## src/rtl/multicycle_ctrl.sv

```systemverilog
// Multicycle RV32I control unit.
// Drives the shared-ALU datapath muxes and enables, the memory request port
// and the register file. Moore control outputs are registered alongside the
// state; only the FETCH/BRANCH/MEMWRITE gating depends on live inputs.
module multicycle_ctrl #(
  parameter int CNT_W     = 32,
  parameter bit HANDSHAKE = 1'b1
) (
  input  logic             clk,
  input  logic             reset,
  input  logic [31:0]      instr,
  input  logic             zero,
  input  logic             carry,
  input  logic             sign,
  input  logic             overflow,
  input  logic             mem_ready,
  output logic             mem_req,
  output logic             mem_write,
  output logic             adr_src,
  output logic             ir_write,
  output logic             pc_write,
  output logic             reg_write,
  output logic [1:0]       result_src,
  output logic [1:0]       alu_src_a,
  output logic [1:0]       alu_src_b,
  output logic [1:0]       alu_op,
  output logic [2:0]       imm_src,
  output logic             retired,
  output logic             trap,
  output logic [CNT_W-1:0] retire_count,
  output logic [CNT_W-1:0] cycle_count
);

  localparam logic [6:0] OP_LOAD   = 7'b0000011;
  localparam logic [6:0] OP_STORE  = 7'b0100011;
  localparam logic [6:0] OP_R      = 7'b0110011;
  localparam logic [6:0] OP_I      = 7'b0010011;
  localparam logic [6:0] OP_JAL    = 7'b1101111;
  localparam logic [6:0] OP_JALR   = 7'b1100111;
  localparam logic [6:0] OP_BRANCH = 7'b1100011;
  localparam logic [6:0] OP_LUI    = 7'b0110111;
  localparam logic [6:0] OP_AUIPC  = 7'b0010111;

  typedef enum logic [3:0] {
    S_FETCH    = 4'd0,
    S_DECODE   = 4'd1,
    S_MEMADR   = 4'd2,
    S_MEMREAD  = 4'd3,
    S_MEMWB    = 4'd4,
    S_MEMWRITE = 4'd5,
    S_EXEC_R   = 4'd6,
    S_EXEC_I   = 4'd7,
    S_LUI      = 4'd8,
    S_AUIPC    = 4'd9,
    S_JALR     = 4'd10,
    S_JUMP     = 4'd11,
    S_ALUWB    = 4'd12,
    S_BRANCH   = 4'd13,
    S_TRAP     = 4'd14
  } state_t;

  // Pure state-decoded (Moore) control bundle.
  typedef struct packed {
    logic       mem_req;
    logic       mem_write;
    logic       adr_src;
    logic       reg_write;
    logic       pc_write;
    logic       retired;
    logic       trap;
    logic [1:0] result_src;
    logic [1:0] alu_src_a;
    logic [1:0] alu_src_b;
    logic [1:0] alu_op;
  } ctrl_t;

  function automatic ctrl_t moore_ctrl(input state_t s);
    ctrl_t c;
    c = '0;
    case (s)
      S_FETCH: begin
        c.mem_req    = 1'b1;
        c.alu_src_b  = 2'b10;
        c.result_src = 2'b10;
      end
      S_DECODE: begin
        c.alu_src_a = 2'b01;
        c.alu_src_b = 2'b01;
      end
      S_MEMADR: begin
        c.alu_src_a = 2'b10;
        c.alu_src_b = 2'b01;
      end
      S_MEMREAD: begin
        c.mem_req = 1'b1;
        c.adr_src = 1'b1;
      end
      S_MEMWB: begin
        c.result_src = 2'b01;
        c.reg_write  = 1'b1;
        c.retired    = 1'b1;
      end
      S_MEMWRITE: begin
        c.mem_req   = 1'b1;
        c.mem_write = 1'b1;
        c.adr_src   = 1'b1;
      end
      S_EXEC_R: begin
        c.alu_src_a = 2'b10;
        c.alu_op    = 2'b10;
      end
      S_EXEC_I: begin
        c.alu_src_a = 2'b10;
        c.alu_src_b = 2'b01;
        c.alu_op    = 2'b10;
      end
      S_LUI: begin
        c.alu_src_a = 2'b11;
        c.alu_src_b = 2'b01;
      end
      S_AUIPC: begin
        c.alu_src_a = 2'b01;
        c.alu_src_b = 2'b01;
      end
      S_JALR: begin
        c.alu_src_a = 2'b10;
        c.alu_src_b = 2'b01;
      end
      S_JUMP: begin
        c.alu_src_a = 2'b01;
        c.alu_src_b = 2'b10;
        c.pc_write  = 1'b1;
      end
      S_ALUWB: begin
        c.reg_write = 1'b1;
        c.retired   = 1'b1;
      end
      S_BRANCH: begin
        c.alu_src_a = 2'b10;
        c.alu_op    = 2'b01;
        c.retired   = 1'b1;
      end
      S_TRAP:  c.trap = 1'b1;
      default: c = '0;
    endcase
    return c;
  endfunction

  state_t     state;
  state_t     state_nxt;
  ctrl_t      ctrl_q;
  logic       ready;
  logic       fetch_done;
  logic       branch_take;
  logic       retire_evt;
  logic [2:0] imm_dec;
  logic [6:0] opcode;
  logic [2:0] funct3;
  logic       unused_instr_bits;

  assign opcode            = instr[6:0];
  assign funct3            = instr[14:12];
  assign unused_instr_bits = ^{instr[31:15], instr[11:7]};

  // Without the handshake every memory access completes in one cycle.
  assign ready = HANDSHAKE ? mem_ready : 1'b1;

  // Next-state selection; memory states hold until the access completes.
  // NOTE: every variable assigned in always_comb gets a default first, so
  // no path can leave it unassigned and infer a latch.
  always_comb begin
    state_nxt = state;
    case (state)
      S_FETCH:    state_nxt = ready ? S_DECODE : S_FETCH;
      S_DECODE: begin
        case (opcode)
          OP_LOAD, OP_STORE: state_nxt = S_MEMADR;
          OP_R:              state_nxt = S_EXEC_R;
          OP_I:              state_nxt = S_EXEC_I;
          // JAL's target was already formed in DECODE, so it goes straight
          // to the PC update and keeps its 4-cycle latency.
          OP_JAL:            state_nxt = S_JUMP;
          OP_JALR:           state_nxt = S_JALR;
          OP_BRANCH:         state_nxt = S_BRANCH;
          OP_LUI:            state_nxt = S_LUI;
          OP_AUIPC:          state_nxt = S_AUIPC;
          default:           state_nxt = S_TRAP;
        endcase
      end
      S_MEMADR:   state_nxt = opcode[5] ? S_MEMWRITE : S_MEMREAD;
      S_MEMREAD:  state_nxt = ready ? S_MEMWB : S_MEMREAD;
      S_MEMWB:    state_nxt = S_FETCH;
      S_MEMWRITE: state_nxt = ready ? S_FETCH : S_MEMWRITE;
      S_EXEC_R,
      S_EXEC_I,
      S_LUI,
      S_AUIPC:    state_nxt = S_ALUWB;
      S_JALR:     state_nxt = S_JUMP;
      S_JUMP:     state_nxt = S_ALUWB;
      S_ALUWB:    state_nxt = S_FETCH;
      S_BRANCH:   state_nxt = S_FETCH;
      S_TRAP:     state_nxt = S_TRAP;
      default:    state_nxt = S_FETCH;
    endcase
  end

  // Branch condition from the compare flags of the BRANCH cycle.
  always_comb begin
    branch_take = 1'b0;
    case (funct3)
      3'b000:  branch_take = zero;
      3'b001:  branch_take = !zero;
      3'b100:  branch_take = sign ^ overflow;
      3'b101:  branch_take = !(sign ^ overflow);
      3'b110:  branch_take = carry;
      3'b111:  branch_take = !carry;
      default: branch_take = 1'b0;
    endcase
  end

  // Immediate format, decoded from the opcode every cycle.
  always_comb begin
    imm_dec = 3'b000;
    case (opcode)
      OP_STORE:      imm_dec = 3'b001;
      OP_BRANCH:     imm_dec = 3'b010;
      OP_JAL:        imm_dec = 3'b011;
      OP_LUI,
      OP_AUIPC:      imm_dec = 3'b100;
      default:       imm_dec = 3'b000;
    endcase
  end

  assign fetch_done = (state == S_FETCH) && ready;
  assign retire_evt = ctrl_q.retired || ((state == S_MEMWRITE) && ready);

  // State, registered Moore controls and performance counters.
  // NOTE: sequential state uses non-blocking assignments so every register
  // samples pre-edge values regardless of statement order.
  always_ff @(posedge clk or posedge reset) begin
    if (reset) begin
      state        <= S_FETCH;
      ctrl_q       <= moore_ctrl(S_FETCH);
      retire_count <= '0;
      cycle_count  <= '0;
    end else begin
      state  <= state_nxt;
      ctrl_q <= moore_ctrl(state_nxt);
      if (state != S_TRAP) cycle_count <= cycle_count + CNT_W'(1);
      if (retire_evt)      retire_count <= retire_count + CNT_W'(1);
    end
  end

  // Outputs are forced low combinationally while reset is held, so an
  // aborted instruction issues no request, write or retirement.
  assign mem_req    = !reset && ctrl_q.mem_req;
  assign mem_write  = !reset && ctrl_q.mem_write;
  assign adr_src    = !reset && ctrl_q.adr_src;
  assign reg_write  = !reset && ctrl_q.reg_write;
  assign ir_write   = !reset && fetch_done;
  assign pc_write   = !reset && (ctrl_q.pc_write || fetch_done ||
                                 ((state == S_BRANCH) && branch_take));
  assign retired    = !reset && retire_evt;
  assign trap       = !reset && ctrl_q.trap;
  assign result_src = reset ? 2'b00 : ctrl_q.result_src;
  assign alu_src_a  = reset ? 2'b00 : ctrl_q.alu_src_a;
  assign alu_src_b  = reset ? 2'b00 : ctrl_q.alu_src_b;
  assign alu_op     = reset ? 2'b00 : ctrl_q.alu_op;
  assign imm_src    = reset ? 3'b000 : imm_dec;

endmodule

```

## config.mk

```make
export PLATFORM = sky130hd
export DESIGN_NAME = multicycle_ctrl
export DESIGN_NICKNAME = d
export VERILOG_FILES = /design/src/rtl/multicycle_ctrl.sv
export SDC_FILE = /design/constraint.sdc
export NUM_CORES = 1
export LEC_CHECK = 0
export CAP_MARGIN = 5
export CELL_PAD_IN_SITES_DETAIL_PLACEMENT = 2
export CELL_PAD_IN_SITES_GLOBAL_PLACEMENT = 2
export CORE_MARGIN = 4
export CORE_UTILIZATION = 30
export CTS_BUF_LIST = sky130_fd_sc_hd__clkbuf_4
export DETAILED_ROUTE_END_ITERATION = 10
export MAX_ROUTING_LAYER = met4
export PLACE_DENSITY = 0.9
export SYNTH_ARGS = -nofsm -noshare
export SYNTH_HDL_FRONTEND = slang
export SYNTH_SLANG_ARGS = --single-unit
```

## constraint.sdc

```tcl
create_clock -name clk -period 5.07 [get_ports clk]
set_input_delay 1.2675 -clock clk [delete_from_list [all_inputs] [get_ports clk]]
set_output_delay 1.2675 -clock clk [all_outputs]
set_load 0.02 [all_outputs]
```

==> results <==
- The run finished with clean final reports.
- The worst register-to-register path begins at state[3]$_DFF_PP0_.
- The most critical setup path has its startpoint at instr[2].
- The startpoint class of the critical path is an input pin.
- Summed over all layers, the routed wires come to 11.61 mm.
- The detailed-route DRC error count is 0.
- The pin count of the biggest net entering global routing is 84.
- The critical path is of the in -> out type.
- The count of state elements after synthesis is 83.
- Counting instances, the worst hold path has a depth of 1.
- In this run the tightest slew margin relative to its limit is approximately 28%.
- The total leakage power is 0.002231 µW.
- The die area is roughly 0.015 mm².
- For this run, the number of Yosys warnings is 0.
- The sequential cell area is 0.002081 mm².
- In this run, distinct cell masters in the synthesized netlist total 60.
- The endpoint type of the worst setup path is an output port.
- The initial standard-cell utilization of the core is 30.58%.
- The cell sitting at the root of the clock tree is a clkbuf_4.
- Synthesis produced a netlist whose cell count is 374.
- In the final layout, the multi-input gates occupy approximately 0.0018 mm².
- The required time of the critical path is 3.80 ns.
- The detailed router's first-iteration violation count is approximately 130.
- 0 antenna diodes ended up in the layout.
- The clock slew at the register clock pins of the worst setup and hold paths is 0.12 ns.
- The post-detailed-route via-to-cell ratio is 4.901.
- At the later pin of the worst-skew pair, clock insertion delay measures 0.45 ns.
- The worst hold path begins at retire_count[31]$_DFFE_PP0N_.
- The worst-case vdd ir drop is 0.2230 mV.
- For the pin with the worst max-slew slack, the measured transition is 1.086 ns.
- The number of cell instances on the worst register-to-register path is 6.
- The highest clock frequency the design can meet is 205.6 MHz.
- The setup slack after placement is 0.2380 ns.
- The power per unit of standard cell area is between 300 and 400 mW/mm².
- A synthesized cell averages 10.79 µm².
- The wire-length estimate of the detail-placed layout is approximately 8.8 mm.
- The final worst-path setup slack is just over 0.2 ns.
- After layout, the worst path uses between 90% and 100% of the clock period.
- The number of endpoints with negative hold slack in the final report is 0.
- The TritonCTS clock tree is yes.
- The count of H-tree levels built during CTS is 3.
- The final weighted congestion in routability-driven placement is roughly 0.82.
- The filler cells instantiated in the layout total 1,411.
- Along the worst path, the maximum fanout reaches 8.
- On the final layout, the worst hold slack is 0.4899 ns.
- The tree built by TritonCTS fans out to 83 sinks.
- The all-layer global routing usage is 16.62%.
- The proportion of layout cells with a drive suffix above 1 is under 10%.
- For the final database, setup skew stands at 0.01825 ns.
- The initial antenna violation count is 0.
- Buffers added to address setup during post-CTS repair amount to 0.
- The number of global-route vias before repair is 3,638.
- The max capacitance violation total is 0.
- For this run, the leading register cell type out of synthesis is dfrtp_1.
- Setup violations remaining at the end of the flow were counted as 0.
- The worst hold path belongs to the class reg -> reg.
- The first global-routing pass estimated between 15 and 20 mm of wire.
- The maximum buffer depth of the clock tree is 2.
- The total overflow left after global routing is 0.
- Across all layers, the routed design uses 3,210 vias.
- Setup repair after global routing left no endpoint under its margin.
- In this run the cell area of the synthesized design comes to ~0.004 mm².
- The area of the core region is ~0.013 mm².
- The final number of max-transition violations is 0.
- For this run, the post-layout net count is 516.
- The number of placed instances with taps included is 640.
- Once detail routing completed, the nets flagged for antenna violations numbered 0.
- The number of buffers created by CTS is 9.
- The routed design could run at a clock period as short as 4.863 ns.
- The count of cells in the finished layout, fillers not included, comes to 655.
- The net count of the mapped netlist is slightly above 400.
- Dividing the detail-routed wire length by the instance count gives roughly 18 µm.
- The data arrival time at the worst-slack endpoint is 3.60 ns.
- The number of input and output port buffers inserted is 99.
- The number of hold buffers added after cts is 0.
- Post-CTS repair changed the size of 0 cells.
- The sum of negative setup slack is 0 ns.
- Counting flops with a built-in enable in the synthesized netlist gives 0.
- The share of the yosys chip area belonging to registers is approximately half.
- Pin placement for this block handled 122 I/O pins.
- The vertical die dimension is 124.0 µm.
- Before antenna repair, the detailed router went through 4 iterations.
- The width of the die is 124.0 µm.
- The synthesis-to-layout area growth is 31.39%.
- The floorplan has 42 rows.
- The share of async-settable or async-resettable flops after synthesis is 100.0%.
## placed cells by master (no fill, tap or decap), drive strengths merged, types with 3 or more instances in the layout
master,netlist,routed
nand3,26,26
nor3,6,6
nand2b,5,5
nand2,35,35
nor2,21,21
nor2b,15,15
xor2,18,18
clkdlybuf4s50,0,99
and3,18,18
clkbuf,5,11
dfrtp,80,80
or3,3,3
or2,3,3
a21oi,8,8
and4,6,6
clkinv,1,6
xnor2,48,48
inv,10,9
dfstp,3,3
o21ai,7,7
nand4,18,18
## logic make-up (layout without fill, tap and decap cells)
kind of cell	Yosys count	in the layout	share of synthesized area (%)
AO/OA/AOI/OAI	32	32	6.979
XOR/XNOR	66	66	14.33
adder cells (fa/ha/maj)	2	2	0.6202
buffers and inverters	22	127	2.574
flip-flops	83	83	51.58
multiplexers	2	2	0.5273
AND/OR/NAND/NOR	167	167	23.39
## area by class of cell
type                    count  share of cell area [%]
clock buffers              11                   1.558
clock inverters             4                  0.3541
inverters                  11                  0.8026
multi-input cells         269                   34.89
flip-flops and latches     83                   39.26
well taps                 176                   4.155
repair buffers            101                   18.98
## sequential cells by signal (all words and copies together), names as in the netlist
name	count
cycle_count	32
retire_count	32
ctrl_q	15
state	4
## per-layer routing
layer	up-vias	track usage, %	routed length (µm)
li1	1488	-	-
met1	1632	19.12	4796
met2	77	28.86	6167
met3	13	4.814	511
met4	0	3.696	138
met5	-	-	0
## critical path: stages
cell and delay [ns]:
clkdlybuf4s50_1 0.56, or3_4 0.41, a2111oi_0 0.62, clkdlybuf4s50_1 0.74
## per-stage QoR
stage                     instance area (µm²)  power (µW)  util [%]
after global placement                   5199        1740     39.41
after global routing                     5300        2261     40.18
after CTS                                5300        2136     40.18
after detailed placement                 5199        1783     39.41
after floorplan                          4034        1473         -
final                                    5300        2094     40.18
## cells in the mapped netlist (all sizes together), types with 2 or more instances
cell type,number,area [µm²]
dfrtp,80,2002
xnor2,48,420.4
nand2,35,131.4
nand3,26,130.1
nor2,21,88.84
and3,18,112.6
nand4,18,112.6
xor2,18,157.7
nor2b,15,101.3
inv,10,37.53
a21oi,8,40.04
o21ai,7,38.78
and4,6,52.55
buf,6,42.54
nor3,6,46.30
clkbuf,5,20.01
nand2b,5,31.28
dfstp,3,78.83
or2,3,18.77
or3,3,28.78
and2,2,12.51
ha,2,25.02
nor3b,2,15.01
o211ai,2,33.78
o21bai,2,15.01
o221ai,2,17.52
## worst paths after layout
check | end | slack (ns)
worst max register to register | retire_count[22]$_DFFE_PP0N_ | 2.77
worst min-delay path | retire_count[31]$_DFFE_PP0N_ | 0.49
worst min register to register | retire_count[31]$_DFFE_PP0N_ | 0.49
max in group asynchronous | retire_count[10]$_DFFE_PP0N_ | 2.60
worst max-delay path | imm_src[0] | 0.21
min in group asynchronous | ctrl_q[6]$_DFF_PP0_ | 1.74
## power breakdown
group | switching, µW | internal [µW]
Sequential | 144 | 780
Clock | 224 | 106
Combinational | 477 | 362
Total | 845 | 1250
Power figures use the tool's default switching activity.
